==> src/rtl/keynsham_bus_initiator_pkg.sv <==
// Shared keynsham bus definitions: FSM state encoding and bus address geometry,
// reused by the initiator and the cs_gen-based slaves.
package keynsham_bus_initiator_pkg;

    localparam int BUS_ADDR_W = 30;

    localparam logic [1:0] ST_IDLE   = 2'd0;
    localparam logic [1:0] ST_ACCESS = 2'd1;
    localparam logic [1:0] ST_RESP   = 2'd2;

    typedef enum logic [1:0] {
        IDLE   = ST_IDLE,
        ACCESS = ST_ACCESS,
        RESP   = ST_RESP
    } state_e;

    // Byte address to bus word address; the two lane-select bits are dropped.
    function automatic logic [BUS_ADDR_W-1:0] word_addr(input logic [31:0] byte_addr);
        return byte_addr[31:2];
    endfunction

endpackage

==> src/rtl/keynsham_bus_initiator.sv <==
// Keynsham bus master front end: one request in, one bus transaction out,
// one response back, with an optional ack/error timeout.
module keynsham_bus_initiator
    import keynsham_bus_initiator_pkg::*;
#(
    parameter int unsigned timeout_cycles = 256
) (
    input  logic                  clk,
    input  logic                  rst,
    input  logic                  req_valid,
    output logic                  req_ready,
    input  logic [31:0]           req_addr,
    input  logic                  req_wr,
    input  logic [31:0]           req_wr_val,
    input  logic [3:0]            req_bytesel,
    output logic                  rsp_valid,
    input  logic                  rsp_ready,
    output logic [31:0]           rsp_data,
    output logic                  rsp_error,
    output logic                  rsp_timeout,
    output logic                  bus_access,
    output logic [BUS_ADDR_W-1:0] bus_addr,
    output logic [31:0]           bus_wr_val,
    output logic                  bus_wr_en,
    output logic [3:0]            bus_bytesel,
    input  logic                  bus_ack,
    input  logic                  bus_error,
    input  logic [31:0]           bus_data,
    output logic                  busy
);

    localparam int CNT_W = (timeout_cycles == 0) ? 1 : $clog2(timeout_cycles + 1);
    localparam logic [CNT_W-1:0] CNT_LAST =
        CNT_W'((timeout_cycles == 0) ? 0 : timeout_cycles - 1);
    localparam logic [CNT_W-1:0] CNT_MAX = '1;

    state_e                state_q, state_d;
    logic [CNT_W-1:0]      cnt_q, cnt_d;
    logic                  bus_access_q, bus_access_d;
    logic [BUS_ADDR_W-1:0] bus_addr_q, bus_addr_d;
    logic [31:0]           bus_wr_val_q, bus_wr_val_d;
    logic                  bus_wr_en_q, bus_wr_en_d;
    logic [3:0]            bus_bytesel_q, bus_bytesel_d;
    logic                  rsp_valid_q, rsp_valid_d;
    logic [31:0]           rsp_data_q, rsp_data_d;
    logic                  rsp_error_q, rsp_error_d;
    logic                  rsp_timeout_q, rsp_timeout_d;

    logic unused_addr_bits;
    assign unused_addr_bits = ^req_addr[1:0];

    always_comb begin
        state_d       = state_q;
        cnt_d         = cnt_q;
        bus_access_d  = bus_access_q;
        bus_addr_d    = bus_addr_q;
        bus_wr_val_d  = bus_wr_val_q;
        bus_wr_en_d   = bus_wr_en_q;
        bus_bytesel_d = bus_bytesel_q;
        rsp_valid_d   = rsp_valid_q;
        rsp_data_d    = rsp_data_q;
        rsp_error_d   = rsp_error_q;
        rsp_timeout_d = rsp_timeout_q;

        case (state_q)
            IDLE: begin
                if (req_valid) begin
                    state_d       = ACCESS;
                    cnt_d         = '0;
                    bus_access_d  = 1'b1;
                    bus_addr_d    = word_addr(req_addr);
                    bus_wr_val_d  = req_wr_val;
                    bus_wr_en_d   = req_wr;
                    bus_bytesel_d = req_bytesel;
                end
            end
            ACCESS: begin
                // A slave answer on the timeout edge takes priority over the timeout.
                if (bus_ack || bus_error) begin
                    state_d       = RESP;
                    bus_access_d  = 1'b0;
                    bus_wr_en_d   = 1'b0;
                    rsp_valid_d   = 1'b1;
                    rsp_error_d   = bus_error;
                    rsp_timeout_d = 1'b0;
                    rsp_data_d    = (bus_error || bus_wr_en_q) ? 32'h0 : bus_data;
                end else if ((timeout_cycles != 0) && (cnt_q == CNT_LAST)) begin
                    state_d       = RESP;
                    bus_access_d  = 1'b0;
                    bus_wr_en_d   = 1'b0;
                    rsp_valid_d   = 1'b1;
                    rsp_error_d   = 1'b1;
                    rsp_timeout_d = 1'b1;
                    rsp_data_d    = 32'h0;
                end else if (cnt_q != CNT_MAX) begin
                    cnt_d = cnt_q + 1'b1;
                end
            end
            RESP: begin
                if (rsp_ready) begin
                    state_d     = IDLE;
                    rsp_valid_d = 1'b0;
                end
            end
            default: state_d = IDLE;
        endcase
    end

    always_ff @(posedge clk or negedge rst) begin
        if (!rst) begin
            state_q       <= IDLE;
            cnt_q         <= '0;
            bus_access_q  <= 1'b0;
            bus_addr_q    <= '0;
            bus_wr_val_q  <= 32'h0;
            bus_wr_en_q   <= 1'b0;
            bus_bytesel_q <= 4'h0;
            rsp_valid_q   <= 1'b0;
            rsp_data_q    <= 32'h0;
            rsp_error_q   <= 1'b0;
            rsp_timeout_q <= 1'b0;
        end else begin
            state_q       <= state_d;
            cnt_q         <= cnt_d;
            bus_access_q  <= bus_access_d;
            bus_addr_q    <= bus_addr_d;
            bus_wr_val_q  <= bus_wr_val_d;
            bus_wr_en_q   <= bus_wr_en_d;
            bus_bytesel_q <= bus_bytesel_d;
            rsp_valid_q   <= rsp_valid_d;
            rsp_data_q    <= rsp_data_d;
            rsp_error_q   <= rsp_error_d;
            rsp_timeout_q <= rsp_timeout_d;
        end
    end

    assign req_ready   = (state_q == IDLE);
    assign busy        = (state_q != IDLE);
    assign bus_access  = bus_access_q;
    assign bus_addr    = bus_addr_q;
    assign bus_wr_val  = bus_wr_val_q;
    assign bus_wr_en   = bus_wr_en_q;
    assign bus_bytesel = bus_bytesel_q;
    assign rsp_valid   = rsp_valid_q;
    assign rsp_data    = rsp_data_q;
    assign rsp_error   = rsp_error_q;
    assign rsp_timeout = rsp_timeout_q;

endmodule

==> config.mk <==
export PLATFORM = sky130hd
export DESIGN_NAME = keynsham_bus_initiator
export DESIGN_NICKNAME = d
export VERILOG_FILES = /design/src/rtl/keynsham_bus_initiator_pkg.sv /design/src/rtl/keynsham_bus_initiator.sv
export SDC_FILE = /design/constraint.sdc
export NUM_CORES = 1
export LEC_CHECK = 0
export ABC_AREA = 1
export BUFFER_PORTS_ARGS = -buffer_cell sky130_fd_sc_hd__buf_2
export CAP_MARGIN = 20
export CORE_MARGIN = 1.5
export CORE_UTILIZATION = 52
export CTS_BUF_LIST = sky130_fd_sc_hd__clkbuf_2 sky130_fd_sc_hd__clkbuf_4 sky130_fd_sc_hd__clkbuf_8
export DETAILED_ROUTE_END_ITERATION = 7
export HOLD_SLACK_MARGIN = 0.05
export PLACE_DENSITY = 0.87
export SLEW_MARGIN = 20
export SYNTH_ARGS = -nofsm -noshare
export SYNTH_HDL_FRONTEND = slang
export SYNTH_SLANG_ARGS = --single-unit
==> constraint.sdc <==
create_clock -name clk -period 4.9 [get_ports clk]
set_input_delay 0.735 -clock clk [delete_from_list [all_inputs] [get_ports clk]]
set_output_delay 0.735 -clock clk [all_outputs]
set_load 0.1 [all_outputs]
; After elaboration in Yosys (flattened, before gate mapping)
; Index checks and enable logic that the tools add are counted.
[totals]
regBits = 114
word_cells = 60
[classes]
addsub = 1
eq_ne = 10
muxes = 25
n_reduce_logical = 13
[ops]
columns = op, n
row1 = $mux 32, 3
row2 = $mux 9, 4
row3 = $pmux 9 s2, 1
row4 = $ne 2x2->1 const B, 5
row5 = $add 9x1->9 const B, 1
row6 = $eq 9x8->1 const B, 1
row7 = $mux 1, 9
row8 = $ne 9x9->1 const B, 1
row9 = $reduce_and 3->1, 3
row10 = $mux 2, 4
row11 = $reduce_bool 2->1, 4
row12 = $pmux 1 s2, 3
row13 = $pmux 2 s3, 1
row14 = $reduce_and 5->1, 1
row15 = $reduce_and 2->1, 2
row16 = $ne 3x3->1 const B, 1
row17 = $eq 2x1->1 const B, 1
row18 = $eq 2x2->1 const B, 1
row19 = $logic_not 2->1, 1
row20 = $logic_or 1x1->1, 2

; Logic depth before layout (Yosys ltp)
[depth]
ltp_word = 5
ltp_mapped = 13
depth_no_buf = 12

; Worst setup path before layout
; No wires, ideal clock.
[synth_timing]
kind = flip-flop to output port
startpoint = reg state_q[0]
endpoint = out busy
t_arrival_ps = 1593
path_slack_ps = 2572
stages_incl_launch_ff = 3
path_cell_list = dfrtp_1 > nor2_4 > inv_1
[synth_via]
elab_chain_len = 1
[synth_rtl]
columns = item, line
row1 = "start, declared", keynsham_bus_initiator.sv:37  ; state_e state_q, state_d;
row2 = "start signal, assigned", keynsham_bus_initiator.sv:123  ; state_q <= state_d;
row3 = $reduce_bool 2->1, keynsham_bus_initiator.sv:138  ; assign busy = (state_q != IDLE);
row4 = "end, declared", keynsham_bus_initiator.sv:29  ; output logic busy
; Every way passes these cells.

; Worst setup path after layout
[layout_timing]
startpoint = reg cnt_q[0]
endpoint = reg rsp_timeout_q (netlist: rsp_timeout)
[layout_via]
elab_chain_len = 3
[layout_rtl]
columns = item, line
row1 = "start, declared", keynsham_bus_initiator.sv:38  ; logic [CNT_W-1:0] cnt_q, cnt_d;
row2 = "start signal, assigned", keynsham_bus_initiator.sv:124  ; cnt_q <= cnt_d;
row3 = $eq 9x8->1, keynsham_bus_initiator.sv:87  ; end else if ((timeout_cycles != 0) && (cnt_q == CNT_LAST)) begin
row4 = $reduce_bool 2->1 (no line), -
row5 = $reduce_and 2->1 (no line), -
row6 = "end signal, assigned", keynsham_bus_initiator.sv:133  ; rsp_timeout_q <= rsp_timeout_d;
row7 = "end, declared", keynsham_bus_initiator.sv:47  ; logic rsp_timeout_q, rsp_timeout_d;
; Every way passes these cells.
; A chain may end at the register's enable or synchronous reset.

==> results.cfg <==
[floorplan]
rows = 34
fp.dieH_um = 97.47
io_pins = 212
core_area_um2 = 8678
die_area_um2 = 9500
start_util = 0.5347
die_w_um = 97.47

[setup_path]
arrival_ns = 2.85
r2r_slack_ns = 2.33
cp-start-kind = flip-flop
critical_path.max_fanout = 37
crit_path_end_kind = flip-flop
critPathKind = flip-flop to flip-flop
critPathRequiredTime_ns = 5.17

[synthesis]
synth_edf_count = 0
synth_fp_nets = 635
syn_avg_cell_area_um2 = 8.839
yosys_warnings = 0
synthArstFlopShare = 1.000
syn_area_um2 = 4641
netlist_instances = 525
synth.largest_area_cell = dfrtp_1
synth_top_area_frac = 0.6147
yosysMostFrequentCell = nand2_1
ys_seq_area_frac = 0.6147
ys_seq_elements = 114
synthTopCellsByCount = nand2_1 (297), dfrtp_1 (114), nand3_1 (40), inv_1 (12), nor2_1 (10)
synthFlopType = dfrtp_1
ys_types = 23
synth_top_cells_by_area = dfrtp_1 (61%), nand2_1 (24%), nand3_1 (4.3%)

[detailed_routing]
post_drt_wl_per_cell_um = 13.36
routed-via-count = 4118
wirelength_mm = 11.37
vias_per_cell = 4.839
drt_iter0_markers = 232
drc = 0
drt_pre_antenna_iters = 4
ant_nets = 0

[grt]
grt_pass1_wl_mm = 18.80
grt_pass1_vias = 4097
antenna_found_initial = 0
grt_max_degree = 76
gr-usage-all-layers = 0.2478
globalRouteOverflowTotal = 0

[clock_tree]
cts_root_buffer = clkbuf_8
post_cts_buffers = 0
h-tree-depth = 4
clock-sinks = 114
cts.clk_slew.worst_paths_ns = 0.07
clk_latency_ns = 0.41
cts_tree = done
cts_buffers = 17
ctsHoldBuffers = 0
clk_path_buf_depth = 2
cts_resized = 0

[job]
cap_violations = 0

[finish]
layout-drive-gt1-share = 0.3459
fillers = 685
diodes = 0
finish.instance_area_um2 = 6037
area_growth_pct = 30.09
fin_nets = 840

[timing]
max_slew_margin = 0.2896
fin_worst_skew_ns = 0.01143
finalSetupViolations = 0
post-route-min-period_ns = 2.574
finalSetupTns_ns = 0
fmax_ghz = 0.3885
period_share = 0.5254
tightest_slew_ns = 1.064
grt_setup_unrepaired = no
finalHoldViolations = 0
drv_slew = 0

[place]
io_buffers = 209
dpl.hpwl_mm = 7.804
placed_area_um2 = 5663
gp_routability_congestion = 0.8031

[run_status]
outcome = finished, final reports clean

[hold_path]
hold_class = input port to asynchronous set/reset pin
[final timing paths]
kind,start,cells past startpoint,endpoint
min in group clk,bus_addr[7]$_DFFE_PN0P_,2,bus_addr[7]$_DFFE_PN0P_
worst max register to register,cnt_q[0]$_DFFE_PN0P_,11,rsp_timeout$_DFFE_PN0P_
max in group asynchronous,rst,2,rsp_valid$_DFFE_PN0P_
worst max-delay path,cnt_q[0]$_DFFE_PN0P_,11,rsp_timeout$_DFFE_PN0P_
worst min register to register,bus_addr[7]$_DFFE_PN0P_,2,bus_addr[7]$_DFFE_PN0P_
worst min-delay path,rst,1,rsp_data[1]$_DFFE_PN0P_
[stage by stage]
step,hold WS [ns],utilization,cells,worst slack [ns]
after global routing,0.4940,0.6956,851,2.023
after CTS,0.4795,0.6951,851,2.314
final,0.4515,0.6956,851,2.326
after global placement,0.4555,0.6525,819,2.337
after floorplan,0.4394,-,525,2.572
after detailed placement,0.4605,0.6525,819,2.288
[kinds of logic after synthesis]
logic type | after synthesis | share of synthesized area
simple gates | 356 | 0.3101
flops | 114 | 0.6147
buf+inv | 39 | 0.04961
compound gates | 13 | 0.01753
fa+ha+maj | 3 | 0.008089
[area by class of cell]
| cell class | count | area (um^2) | share of cell area |
|---|---|---|---|
| repair buffers | 210 | 1056 | 0.1749 |
| clock inverters | 10 | 85.08 | 0.01409 |
| multi-input cells | 372 | 1565 | 0.2593 |
| clock buffers | 22 | 284.0 | 0.04705 |
| flip-flops and latches | 114 | 2853 | 0.4725 |
| well taps | 108 | 135.1 | 0.02238 |
| inverters | 15 | 58.81 | 0.009741 |
[flip-flops by register name (all words and copies together) (netlist names)]
signal	cells
bus_access	1
bus_wr_val	32
bus_wr_en	1
rsp_data	32
rsp_error	1
rsp_valid	1
cnt_q	9
bus_addr	30
state_q	2
rsp_timeout	1
bus_bytesel	4
[per-layer routing]
| layer | up-vias | track usage | share of wire |
|---|---|---|---|
| met5 | - | 0 | 0 |
| met4 | 0 | 0.06374 | 0.010 |
| met3 | 15 | 0.09424 | 0.084 |
| met2 | 171 | 0.4065 | 0.49 |
| met1 | 1907 | 0.3111 | 0.42 |
| li1 | 2025 | - | - |
[critical path, cell delays in order, from the launching register on]
cell and delay, ns:
dfrtp_1 0.42, ha_1 0.19, nand2_1 0.08, inv_1 0.11, nand2_1 0.08, nor2_1 0.15, ha_1 0.22, nor2_4 0.07
nor2_4 0.59, inv_4 0.31, nand2_1 0.14, o21ai_0 0.08
[layout by cell type (no fill, tap or decap), types with 5 or more instances in the layout]
cell / instances
nand2_1: 297
clkbuf_8: 19
nand3_1: 40
clkinv_2: 5
buf_2: 208
inv_1: 12
nor2_1: 9
o21ai_0: 5
dfrtp_1: 114
Power is not shown: default switching activity piles up to over one toggle a cycle in this logic, so the estimate is an artifact.
